**config.mk**
```make
export PLATFORM = sky130hd
export DESIGN_NAME = fib_seq_gen
export DESIGN_NICKNAME = d
export VERILOG_FILES = /design/src/rtl/fib_seq_gen.sv
export SDC_FILE = /design/constraint.sdc
export NUM_CORES = 1
export LEC_CHECK = 0
export ABC_CLOCK_PERIOD_IN_PS = 2800
export BUFFER_PORTS_ARGS = -buffer_cell sky130_fd_sc_hd__buf_2
export CAP_MARGIN = 15
export CELL_PAD_IN_SITES_DETAIL_PLACEMENT = 1
export CELL_PAD_IN_SITES_GLOBAL_PLACEMENT = 1
export CORE_AREA = 5 5 128 94
export CTS_BUF_LIST = sky130_fd_sc_hd__clkbuf_8
export DETAILED_ROUTE_END_ITERATION = 10
export DIE_AREA = 0 0 133 99
export PLACE_DENSITY = 0.92
export SETUP_SLACK_MARGIN = 0.5
export SLEW_MARGIN = 20
export SYNTH_ARGS = -nofsm -noshare
export SYNTH_HDL_FRONTEND = slang
export SYNTH_SLANG_ARGS = --single-unit
```
**constraint.sdc**
```tcl
create_clock -name clk -period 2.8 [get_ports clk]
set_input_delay 0.28 -clock clk [delete_from_list [all_inputs] [get_ports clk]]
set_output_delay 0.28 -clock clk [all_outputs]
set_load 0.01 [all_outputs]
```
**src/rtl/fib_seq_gen.sv**
```systemverilog
// Streams Fibonacci-style terms computed from two programmable seeds over a valid/ready port,
// with per-term index, last-term flag and sticky overflow reporting.
module fib_seq_gen #(
    parameter int WIDTH       = 24,
    parameter int IDX_W       = 6,
    parameter bit STOP_ON_OVF = 1'b1
) (
    input  logic             clk,
    input  logic             reset,
    input  logic             start,
    input  logic [IDX_W-1:0] num_terms,
    input  logic [WIDTH-1:0] seed0,
    input  logic [WIDTH-1:0] seed1,
    input  logic             out_ready,
    output logic             out_valid,
    output logic [WIDTH-1:0] out_data,
    output logic [IDX_W-1:0] out_idx,
    output logic             out_last,
    output logic             busy,
    output logic             done,
    output logic             overflow
);

    // state | meaning
    // IDLE  | waiting for start
    // RUN   | presenting term a, advancing on each handshake
    // FIN   | one-cycle done pulse, then back to IDLE
    typedef enum logic [1:0] {S_IDLE, S_RUN, S_FIN} state_t;

    localparam logic [IDX_W-1:0] IDX_ONE = {{(IDX_W-1){1'b0}}, 1'b1};

    state_t           state_q, state_d;
    logic [WIDTH-1:0] a_q, a_d;
    logic [WIDTH-1:0] b_q, b_d;
    logic [IDX_W-1:0] num_q, num_d;
    logic [IDX_W-1:0] idx_q, idx_d;
    logic             ovf_q, ovf_d;
    logic             pend_q, pend_d;
    logic [WIDTH:0]   sum;
    logic             is_last;

    assign sum     = {1'b0, a_q} + {1'b0, b_q};
    assign is_last = (idx_q == (num_q - IDX_ONE)) || (STOP_ON_OVF && pend_q);

    always_ff @(posedge clk) begin
        if (reset) begin
            state_q <= S_IDLE;
            a_q     <= '0;
            b_q     <= '0;
            num_q   <= '0;
            idx_q   <= '0;
            ovf_q   <= 1'b0;
            pend_q  <= 1'b0;
        end else begin
            state_q <= state_d;
            a_q     <= a_d;
            b_q     <= b_d;
            num_q   <= num_d;
            idx_q   <= idx_d;
            ovf_q   <= ovf_d;
            pend_q  <= pend_d;
        end
    end

    always_comb begin
        state_d = state_q;
        a_d     = a_q;
        b_d     = b_q;
        num_d   = num_q;
        idx_d   = idx_q;
        ovf_d   = ovf_q;
        pend_d  = pend_q;
        case (state_q)
            S_IDLE: begin
                if (start) begin
                    num_d   = num_terms;
                    a_d     = seed0;
                    b_d     = seed1;
                    idx_d   = '0;
                    ovf_d   = 1'b0;
                    pend_d  = 1'b0;
                    state_d = (num_terms == '0) ? S_FIN : S_RUN;
                end
            end
            S_RUN: begin
                if (out_ready) begin
                    // overflow is raised when the invalid term would be presented, not when it is computed
                    if (pend_q && (STOP_ON_OVF || !is_last)) begin
                        ovf_d = 1'b1;
                    end
                    if (is_last) begin
                        state_d = S_FIN;
                    end else begin
                        a_d    = b_q;
                        b_d    = sum[WIDTH-1:0];
                        pend_d = sum[WIDTH];
                        idx_d  = idx_q + IDX_ONE;
                    end
                end
            end
            S_FIN: begin
                state_d = S_IDLE;
            end
            default: begin
                state_d = S_IDLE;
            end
        endcase
    end

    assign out_valid = (state_q == S_RUN);
    assign out_data  = a_q;
    assign out_idx   = idx_q;
    assign out_last  = (state_q == S_RUN) && is_last;
    assign busy      = (state_q == S_RUN);
    assign done      = (state_q == S_FIN);
    assign overflow  = ovf_q;

endmodule

```
## Yosys cells after proc, flatten, opt, wreduce, memory -nomap -nowiden

Index checks and enable logic that the tools add are counted.

- Reductions and logical operators: 9
- Muxes and demuxes: 24
- Equal/unequal tests: 8
- Add/sub/neg operators: 3

Operators by type and width:

| cell | number |
|---|---|
| 2-to-1 mux 24 bit | 6 |
| case mux 24 bit (2 select lines) | 2 |
| adder 24 x 24 -> 25 bit | 1 |
| 2-to-1 mux 6 bit | 3 |
| case mux 6 bit (2 select lines) | 1 |
| 2-to-1 mux 2 bit | 4 |
| AND reduction 4 bit | 2 |
| adder 6 x 1 -> 6 bit (second input constant) | 1 |
| equality test 6 bit | 1 |
| logical NOT 6 bit | 1 |
| inequality test 2 bit (second input constant) | 3 |
| subtractor 6 x 1 -> 6 bit (second input constant) | 1 |
| 2-to-1 mux 1 bit | 5 |
| inequality test 2 x 1 -> 1 bit (second input constant) | 2 |
| case mux 1 bit (2 select lines) | 2 |
| case mux 2 bit (2 select lines) | 1 |
| AND reduction 3 bit | 1 |
| equality test 2 x 1 -> 1 bit (second input constant) | 1 |
| equality test 2 bit (second input constant) | 1 |
| logical NOT 2 bit | 1 |
| AND reduction 2 bit | 1 |
| nonzero test 2 bit | 1 |
| logical AND 1 bit | 1 |
| logical OR 1 bit | 1 |

- Register bits: 64
- Output and inout port bits: 35

## Depth between registers and ports, before layout

- Word-level depth: 6
- Depth in mapped cells: 10
- Gate-level depth less buffers: 10

## Least setup slack after synthesis

Ideal clock, no wire load.

- Path kind: register to register
- From: reg a_q[5] (netlist: out_data[5])
- To: reg b_q[22]
- Data arrival time: 2308 ps
- Slack: 368 ps
- Buffers on the path: 0
- Stages on the path, launching flop included: 9
- Cells stage by stage: dfxtp_1 > ha_1 > a21o_1 > or3_1 > o21ai_0 > nand3_1 > or3b_2 > a21oi_1 > o32ai_1

- Longest elaborated chain between the ends: 4

RTL lines:

| item | RTL line | RTL |
|---|---|---|
| start: declaration | 33 | `logic [WIDTH-1:0] a_q, a_d;` |
| start signal: assignment | 48 | `a_q <= '0;` |
| start signal: assignment | 56 | `a_q <= a_d;` |
| adder 24 x 24 -> 25 bit | 42 | `assign sum = {1'b0, a_q} + {1'b0, b_q};` |
| 2-to-1 mux 24 bit | 91 | `if (is_last) begin` |
| 2-to-1 mux 24 bit | 86 | `if (out_ready) begin` |
| case mux 24 bit (2 select lines) | 73 | `case (state_q)` |
| end signal: assignment | 49 | `b_q <= '0;` |
| end signal: assignment | 57 | `b_q <= b_d;` |
| end: declaration | 34 | `logic [WIDTH-1:0] b_q, b_d;` |

No other way between the ends. The select of a mux whose other input is x is not followed.
A chain may end at the register's enable or synchronous reset.

## Worst setup path in the final report

- From: reg b_q[0]
- To: reg b_q[14]

- Longest elaborated chain between the ends: 4

RTL lines:

| item | RTL line |
|---|---|
| adder 24 x 24 -> 25 bit | 42 |
| 2-to-1 mux 24 bit | 91 |
| 2-to-1 mux 24 bit | 86 |
| case mux 24 bit (2 select lines) | 73 |

No other way between the ends. The select of a mux whose other input is x is not followed.

==> flow_summary.yaml <==
outcome:
  status: "complete, no violations"
die:
  die_w_um: 133
  rows: 32
  die_area_mm2: 0.0132
  die_h_um: 99
  ioPinCount: 93
  core_area_mm2: 0.0107
  initial_core_util_pct: 39.9
cts:
  postCtsHoldBufs: 0
  clockRootBuffer: "clkbuf_8"
  numClockSinks: 64
  path_clk_slew_ns: 0.08
  ctsHtreeMaxLevel: 3
  cts_max_path_buffers: 2
  cts_tree: "built"
  clk_latency_ns: 0.39
  numCtsBuffers: 9
synth:
  syn_inst: 572
  async_flop_share_pct: 0
  yosysWarnings: 0
  synth_edf_count: 0
  syn_nets: 657
  syn_avg_cell_area_um2: 7.46
  synth_area_mm2: 0.00427
  ys_types: 55
  yosys_most_used_dff: "dfxtp_1"
  ys_ff_latch: 64
  synth_seq_area_share_pct: 30.0
setup_path:
  r2r_setup_slack_ns: 0.29
  cp-start-kind: "register"
  critPathKind: "register to register"
  crit_fanout: 4
  crit_arrival_ns: 2.79
  worstPathRequired_ns: 3.08
  cp-end-kind: "register"
layout:
  syn2layout_area_growth_pct: 37.5
  stdcell_count: 807
  antenna_cells: 0
  multi_input_area_mm2: 0.00328
  final_nets: 751
  fill_cells: 1300
  seq_area_mm2: 0.00130
  layout-drive-gt1-share_pct: 34.3
timing:
  hold_viol_final: 0
  fmax_mhz: 398
  maxSlewHeadroom_pct: 49.1
  grt_setup_unrepaired: "true"
  timing.final.crit_share_pct: 89.7
  setup_viol: 0
  drv_slew: 0
  fin_skew_ns: 0.0138
  worstMarginPinSlew_ns: 0.763
  finalCriticalPeriod_ns: 2.51
  holdWs_ns: 0.149
  fin_tns_setup_ns: 0
pwr:
  worst_ir_drop_vdd_mv: 0.298
  cellLeakagePower_nw: 2.51
  power_density_mw_per_mm2: 709
grt:
  grt_max_degree: 58
  antenna_found_initial: 0
  overflow: 0
  grt_use_total_pct: 24.3
  grt_pass1_wl_mm: 25.8
  grt_pass1_vias: 4977
detailed_routing:
  drc: 0
  antenna_left: 0
  routed_wl_mm: 19.1
  wl_per_cell_um: 23.6
  viasPerCell: 6.40
  dr_total_vias: 5167
  drt_iter0_markers: 508
  firstDrtPassIters: 6
place:
  gp_congestion: 0.891
  port_buffers: 92
  hpwlAfterDp_mm: 10.7
  placedCellCount: 774
job:
  maxCapViolations: 0
min_path:
  min_path_type: "input pin to register"
## cell usage after synthesis, types with 4 or more instances
cell type / number / area (µm²)
xor2_1: 11 / 96.3
clkbuf_1: 27 / 101
nor3_1: 10 / 50.1
nand2b_1: 6 / 37.5
a31oi_1: 5 / 31.3
o211ai_1: 6 / 45.0
a211oi_1: 10 / 75.1
mux2i_1: 8 / 80.1
nand3_1: 16 / 80.1
buf_2: 8 / 40.0
o21ai_0: 26 / 130
dfxtp_1: 64 / 1280
or3_1: 5 / 31.3
ha_1: 26 / 325
o22ai_1: 4 / 25.0
a221oi_1: 4 / 35.0
inv_1: 16 / 60.1
a21boi_0: 4 / 30.0
o32ai_1: 6 / 52.6
a21oi_1: 38 / 190
and2_1: 6 / 37.5
nor2_1: 63 / 236
nand2_1: 116 / 435
a311oi_1: 31 / 272
a21o_1: 5 / 37.5
xnor2_1: 9 / 78.8
## timing repair
action                                 CTS  global route
buffers inserted                         7             6
resized for setup                       53            65
gates cloned                             4             0
setup endpoints to repair               52            56
pin swaps                               19            27
endpoints found under the hold margin    0             0
## path summary, 6_finish.rpt
path / cells after the start / from / to
max: 11 / b_q[0] / b_q[14]
min: 3 / seed0[3] / out_data[3]
max reg2reg: 11 / b_q[0] / b_q[14]
min reg2reg: 2 / num_q[5] / num_q[5]
## power breakdown
group,switching [mW],internal (mW)
sequential,0.169,1.06
combinational,1.14,0.853
clock,0.432,0.502
## worst max-delay path: stages (launching register included)
cell and delay [ns]:
dfxtp_2 0.35, ha_2 0.20, inv_1 0.06, fa_1 0.41
nand2b_4 0.18, a21oi_4 0.23, o21ai_4 0.12, nand3_2 0.13
buf_4 0.16, xor2_1 0.21, nand2_1 0.11, a31oi_1 0.25
## cells by family after synthesis
| family | Yosys count | share of synthesized area (%) |
|---|---|---|
| AND/OR/NAND/NOR | 242 | 24.6 |
| AO/OA/AOI/OAI | 156 | 25.7 |
| flip-flops | 64 | 30.0 |
| buffers and inverters | 53 | 5.07 |
| adder cells (fa/ha/maj) | 27 | 8.09 |
| XOR/XNOR | 20 | 4.10 |
| multiplexers | 10 | 2.40 |
## area by class of cell
class | count | area share (%)
multi-input combinational | 455 | 55.9
sequential | 64 | 22.1
timing repair buffer | 120 | 14.3
tap | 136 | 2.90
clock buffer | 9 | 2.11
clock inverter | 7 | 1.64
inverter | 16 | 1.02
## state kept, by name (all words and copies together) (netlist names)
signal    cells
out_data     24
state_q       2
out_idx       6
num_q         6
b_q          24
overflow      1
pend_q        1
## layer usage
layer	part of all wire [%]	wire length (µm)	GRT usage, %
met4	5.3	1010	11.3
met1	40	7600	31.1
met3	8.1	1550	5.31
met2	47	8920	39.1
met5	0	0	0
## through the flow
stage | instance area (µm²) | power [mW] | util [%] | setup slack, ns
after floorplan | 4280 | 2.17 | - | 0.513
after global placement | 4890 | 2.53 | 45.7 | 0.379
after detailed placement | 4890 | 2.63 | 45.7 | 0.234
after CTS | 5500 | 3.80 | 51.4 | 0.421
after global routing | 5870 | 4.34 | 54.9 | 0.211
final | 5870 | 4.16 | 54.9 | 0.290
## layout by cell type, fill, tap and decap left out, types with 5 or more instances in the layout
cell      count
nand2_1     113
buf_2        92
nor2_1       61
dfxtp_1      53
a21oi_1      28
a311oi_1     22
o21ai_0      21
inv_1        17
buf_4        16
ha_1         13
nand3_1      11
xor2_1       10
a311oi_2      9
dfxtp_2       9
clkbuf_8      9
nor3_1        8
xnor2_1       8
a211oi_1      8
a21oi_2       8
mux2i_1       7
ha_2          7
o211ai_1      6
and2_1        6
ha_4          6
buf_12        6
a21o_1        5
o32ai_2       5
No activity file was read; power rests on OpenSTA's default activity.
